### config.mk
export PLATFORM = sky130hd
export DESIGN_NAME = shift_normalizer
export DESIGN_NICKNAME = d
export VERILOG_FILES = /design/src/rtl/shift_pkg.sv /design/src/rtl/norm_stage.sv /design/src/rtl/shift_normalizer.sv
export SDC_FILE = /design/constraint.sdc
export NUM_CORES = 1
export LEC_CHECK = 0
export ABC_AREA = 1
export CORE_ASPECT_RATIO = 1.75
export CORE_MARGIN = 3
export CORE_UTILIZATION = 39
export CTS_BUF_LIST = sky130_fd_sc_hd__clkbuf_16
export CTS_CLUSTER_SIZE = 16
export DETAILED_ROUTE_END_ITERATION = 10
export GPL_ROUTABILITY_DRIVEN = 0
export SETUP_SLACK_MARGIN = 0.02
export SLEW_MARGIN = 20
export SYNTH_ARGS = -nofsm -noshare
export SYNTH_HDL_FRONTEND = slang
export SYNTH_SLANG_ARGS = --single-unit
### constraint.sdc
create_clock -name CLK -period 2.3 [get_ports CLK]
set_input_delay 0.23 -clock CLK [delete_from_list [all_inputs] [get_ports CLK]]
set_output_delay 0.23 -clock CLK [all_outputs]
set_load 0.005 [all_outputs]
### src/rtl/shift_pkg.sv
// Shared definitions for the shift normalizer.
// Holds the FSM state encoding, the per-stage shift amounts and the
// SHAMT value that is reported for an all-zero operand.
package shift_pkg;

  localparam int WIDTH = 32;
  localparam int CNT_W = 6;

  // One state per shift stage, bracketed by IDLE and the result-publish state
  typedef enum logic [2:0] {
    IDLE = 3'd0,
    S16  = 3'd1,
    S8   = 3'd2,
    S4   = 3'd3,
    S2   = 3'd4,
    S1   = 3'd5,
    FIN  = 3'd6
  } state_t;

  localparam logic [4:0] K16 = 5'd16;
  localparam logic [4:0] K8  = 5'd8;
  localparam logic [4:0] K4  = 5'd4;
  localparam logic [4:0] K2  = 5'd2;
  localparam logic [4:0] K1  = 5'd1;
  localparam logic [4:0] K0  = 5'd0;

  localparam logic [CNT_W-1:0] SHAMT_ZERO = 6'd32;
  localparam logic [WIDTH-1:0] ALL_ONES   = 32'hFFFF_FFFF;

endpackage

### src/rtl/norm_stage.sv
// Combinational normalization test for one stage of amount k.
// Unsigned: passes when the top k bits are zero.
// Signed (only with SHIFT_NORMALIZER_SIGNED_EN): passes when the top k+1
// bits are all equal, i.e. the top k bits are redundant sign copies.
// The shifted output is the work value moved left by k, zero-filled.
module norm_stage
  import shift_pkg::*;
(
  input  logic [WIDTH-1:0] work,
  input  logic [4:0]       k,
  input  logic             signed_mode,
  output logic             pass,
  output logic [WIDTH-1:0] shifted
);

  logic [WIDTH-1:0] top_k_s;
`ifdef SHIFT_NORMALIZER_SIGNED_EN
  logic [WIDTH-1:0] top_k1_s;
`else
  logic             unused_mode_s;
  assign unused_mode_s = signed_mode;
`endif

  // Mask the leading bits under test and decide pass/fail plus shifted value
  always_comb begin
    top_k_s = ~(ALL_ONES >> k);
    shifted = work << k;
`ifdef SHIFT_NORMALIZER_SIGNED_EN
    top_k1_s = ~(ALL_ONES >> ({1'b0, k} + 6'd1));
    if (signed_mode) begin
      pass = ((work & top_k1_s) == 32'd0) || ((work & top_k1_s) == top_k1_s);
    end else begin
      pass = ((work & top_k_s) == 32'd0);
    end
`else
    pass = ((work & top_k_s) == 32'd0);
`endif
  end

endmodule

### src/rtl/shift_normalizer.sv
// Multi-cycle 32-bit normalizer: left-shifts an operand until normalized
// and reports the shift count, using a 16/8/4/2/1 binary search, one stage
// per clock. Fixed latency: DONE is high in the cycle after the sixth edge
// following the accepted START.
// Optional feature: define SHIFT_NORMALIZER_SIGNED_EN to honor SIGNED_MODE
// (redundant sign-bit removal); otherwise every operation is unsigned.
module shift_normalizer
  import shift_pkg::*;
(
  input  logic             CLK,
  input  logic             RST,
  input  logic             START,
  input  logic             SIGNED_MODE,
  input  logic [WIDTH-1:0] DIN,
  output logic             BUSY,
  output logic             DONE,
  output logic [WIDTH-1:0] DOUT,
  output logic [CNT_W-1:0] SHAMT,
  output logic             ZERO
);

  state_t           state_r;
  state_t           state_s;
  logic [4:0]       k_s;
  logic [WIDTH-1:0] work_r;
  logic [CNT_W-1:0] cnt_r;
  logic             op_zero_r;
  logic             busy_r;
  logic             done_r;
  logic [WIDTH-1:0] dout_r;
  logic [CNT_W-1:0] shamt_r;
  logic             zero_r;
  logic             pass_s;
  logic [WIDTH-1:0] shifted_s;
  logic             mode_s;

`ifdef SHIFT_NORMALIZER_SIGNED_EN
  logic             mode_r;

  // Capture the normalization mode together with the operand
  always_ff @(posedge CLK or posedge RST) begin
    if (RST) begin
      mode_r <= 1'b0;
    end else if ((state_r == IDLE) && START) begin
      mode_r <= SIGNED_MODE;
    end
  end

  assign mode_s = mode_r;
`else
  logic unused_signed_mode_s;
  assign unused_signed_mode_s = SIGNED_MODE;
  assign mode_s = 1'b0;
`endif

  // FSM state register
  always_ff @(posedge CLK or posedge RST) begin
    if (RST) begin
      state_r <= IDLE;
    end else begin
      state_r <= state_s;
    end
  end

  // Next-state sequencing and per-state stage amount
  always_comb begin
    state_s = state_r;
    k_s     = K0;
    case (state_r)
      IDLE: begin
        if (START) begin
          state_s = S16;
        end else begin
          state_s = IDLE;
        end
      end
      S16: begin
        k_s     = K16;
        state_s = S8;
      end
      S8: begin
        k_s     = K8;
        state_s = S4;
      end
      S4: begin
        k_s     = K4;
        state_s = S2;
      end
      S2: begin
        k_s     = K2;
        state_s = S1;
      end
      S1: begin
        k_s     = K1;
        state_s = FIN;
      end
      FIN: begin
        state_s = IDLE;
      end
      default: begin
        state_s = IDLE;
      end
    endcase
  end

  norm_stage u_stage (
    .work        (work_r),
    .k           (k_s),
    .signed_mode (mode_s),
    .pass        (pass_s),
    .shifted     (shifted_s)
  );

  // Work register, shift count and registered results
  always_ff @(posedge CLK or posedge RST) begin
    if (RST) begin
      work_r    <= 32'd0;
      cnt_r     <= 6'd0;
      op_zero_r <= 1'b0;
      busy_r    <= 1'b0;
      done_r    <= 1'b0;
      dout_r    <= 32'd0;
      shamt_r   <= 6'd0;
      zero_r    <= 1'b0;
    end else begin
      done_r <= 1'b0;
      case (state_r)
        IDLE: begin
          if (START) begin
            work_r    <= DIN;
            cnt_r     <= 6'd0;
            op_zero_r <= (DIN == 32'd0);
            busy_r    <= 1'b1;
          end
        end
        S16, S8, S4, S2, S1: begin
          if (pass_s) begin
            work_r <= shifted_s;
            cnt_r  <= cnt_r + {1'b0, k_s};
          end
        end
        FIN: begin
          dout_r <= work_r;
          // A zero operand passes every stage (count 31); report 32 instead
          if (op_zero_r) begin
            shamt_r <= SHAMT_ZERO;
            zero_r  <= 1'b1;
          end else begin
            shamt_r <= cnt_r;
            zero_r  <= 1'b0;
          end
          done_r <= 1'b1;
          busy_r <= 1'b0;
        end
        default: begin
          busy_r <= 1'b0;
        end
      endcase
    end
  end

  assign BUSY  = busy_r;
  assign DONE  = done_r;
  assign DOUT  = dout_r;
  assign SHAMT = shamt_r;
  assign ZERO  = zero_r;

endmodule

==> impl_results.md <==
- Final hold vios: 0
- Clock root buffer: clkbuf_16
- Largest net degree at the start of global routing: 84
- Post-Synthesis Cells: 779
- Leakage power: 3.134 nW
- WL final: 17.97 mm
- Core Region: 0.01352 mm2
- Final net count: 893
- Wire per inst: 17.45 um
- Critical path class: flip-flop to flip-flop
- Top cell type's share of synthesized area: 0.3835
- Crit-path max cell delay: 400 ps
- Ys Warns: 0
- CTS max path bufs: 2
- Drt pass-1 iters: 6
- Post-synth EDFFs: 0
- #FFs+latches synth: 83
- Vias in the first global route: 5590
- Total track usage: 0.2465
- Chip Width: 95.09 um
- Total gr overflow: 0
- PwrDens: 1556 mW/mm2
- # diodes: 0
- Clk_skew: 14.01 ps
- Post-synthesis sequential area ratio: 0.3835
- Initial antenna violation count: 0
- CP Max Fanout: 31
- Starting DRT DRC Count: 566
- Dpl hpwl: 13.78 mm
- Syn_nets: 821
- Least-Margin Pin Slew: 619.2 ps
- H-tree depth: 3
- DRC viols: 0
- TNS Setup: 0 ps
- FF-to-FF Start: state_r[1]
- CTS sink cnt: 83
- Synthesized cell area: 0.005416 mm2
- Design area: 0.006628 mm2
- Period Utilization, post-route: 0.9081
- Peak VDD IR: 0.0007252 V
- Clock-pin slew on the worst setup and hold paths: 70 ps
- Period minus WS final: 2089 ps
- First-pass GRT wire length: 29.13 mm
- Most used flip-flop cell after synthesis: dfrtp_1
- Filler instances: 1396
- Hold Crit Class: primary input to async pin
- RSZ-0062 raised after global routing: true
- Synth unique cells: 38
- Highest clock rate: 478.8 MHz
- Layout cell share with drive strength beyond 1: 0.08995
- Final Max Tran Viols: 0
- WP data arrival: 2360 ps
- Num ports: 77
- Top cells by area, synth: dfrtp_1, nand2_1, nand3_1
- Max_cap viols: 0
- FP Rows: 56
- CTS Hold Bufs: 0
- CP max stage cell: dfrtp_1
- Die area: 0.01539 mm2
- Crit end category: flip-flop
- Status: finished clean
- Vias: 5702
- I/O Buffers: 75
- Reg-to-reg critical path endpoint: work_r[12]
- Startpoint class of the critical path: flip-flop
- Worst-path cell chain: buf_4, nor2_8, nor2_4, nand2_1, nor2_1, nor2_1, nand3_2, nand2_4, buf_4, nor2_1, a31oi_1
- Setup slack, reg-to-reg: 210 ps
- FFs w/ async S/R, synth: 1.000
- Worst endpoint required time: 2570 ps
- Number of buffers created by CTS: 9
- Avg Synthesized Cell Area: 6.953 um2
- Slew HR: 0.5834
- Most common cell after layout, fill and taps aside: nand2_1
- Chip height: 161.9 um
- Vias per std cell: 5.536
- Starting Density: 0.4005
- Yosys top cell by area: dfrtp_1
- R2r worst-path depth: 11
- Antenna Nets Post-Route: 0
- TritonCTS clock tree: yes
- Commonest cells after routing, fill and taps aside: nand2_1, nand3_1, dfrtp_1
- Later-pin clock latency in the skew report: 350 ps
- Most used cell, CP: nor2_1
- Synth-to-layout area growth: 22.36%
- Post-DP Area: 0.006352 mm2
- Final setup vio count: 0
## Yosys cell counts (8+ instances only)
master / count
nor2_1: 62
o21ai_0: 45
buf_6: 13
nand4_1: 28
o21ai_1: 8
a31oi_1: 12
nor4_1: 8
nand3_1: 129
buf_2: 8
inv_2: 9
inv_1: 46
nand2_1: 255
clkbuf_1: 11
dfrtp_1: 83
a21oi_1: 10
## stage by stage
step | utilization | setup WS (ps) | total power, W | hold WS (ps) | instances
5_1_grt | 0.4901 | 7.123 | 0.01120 | 397.2 | 1030
2_1_floorplan | - | 179.5 | 0.006717 | 376.8 | 779
6_report | 0.4901 | 211.3 | 0.01031 | 345.9 | 1030
3_5_place_dp | 0.4697 | 194.2 | 0.008891 | 458.3 | 1014
3_3_place_gp | 0.4697 | 244.2 | 0.008813 | 460.1 | 1014
4_1_cts | 0.4896 | 175.3 | 0.01027 | 386.4 | 1030
## report_power, final
part / internal, W / total [W] / switching (W)
Combinational: 0.00237 / 0.00625 / 0.00388
Sequential: 0.00216 / 0.00271 / 0.000551
Clock: 0.000727 / 0.00135 / 0.000626
## layer usage
layer	GRT usage	routed length, um	vias up
met5	0	0	-
met4	0.1557	1204	0
met3	0.03522	1086	77
met2	0.4099	9023	245
met1	0.2918	6654	2652
li1	-	-	2728
## registers in the layout (all words and copies together), names as in the netlist, 3 cells and up
name     count
DOUT        32
work_r      32
SHAMT        6
cnt_r        6
state_r      3
## layout make-up
| cell class | instances | area [um2] | share of cell area |
|---|---|---|---|
| multi-input cells | 596 | 2833 | 0.4274 |
| flip-flops and latches | 83 | 2078 | 0.3136 |
| repair buffers | 105 | 1013 | 0.1529 |
| clock buffers | 9 | 225.2 | 0.03398 |
| well taps | 174 | 217.7 | 0.03285 |
| inverters | 56 | 216.5 | 0.03266 |
| clock inverters | 7 | 43.79 | 0.006608 |
## worst max-delay path: cells and delay by family (launching register included)
kind | cells | cell delay (ps)
buffers and inverters | 2 | 530
DFF | 1 | 400
AOI/OAI and AO/OA | 1 | 150
and+or+nand+nor | 8 | 930
## repair_timing
action                                  CTS  global route
gates resized for setup                   0             2
buffers inserted                          0             0
endpoints found under the setup margin    0             6
## kinds of logic after synthesis
family	count (synthesis)	share of synthesized area
compound gates	88	0.09240
simple gates	502	0.4144
flops	83	0.3835
buf+inv	100	0.09448
fa+ha+maj	6	0.01525
## worst max path at each step
stage,end,startpoint
after floorplan,cnt_r[4],state_r[1]
after global placement,work_r[26],state_r[1]
after detailed placement,work_r[4],state_r[0]
after CTS,work_r[4],state_r[0]
after global routing,cnt_r[4],state_r[1]
final,work_r[12],state_r[1]
(Power assumes the default switching activity.)
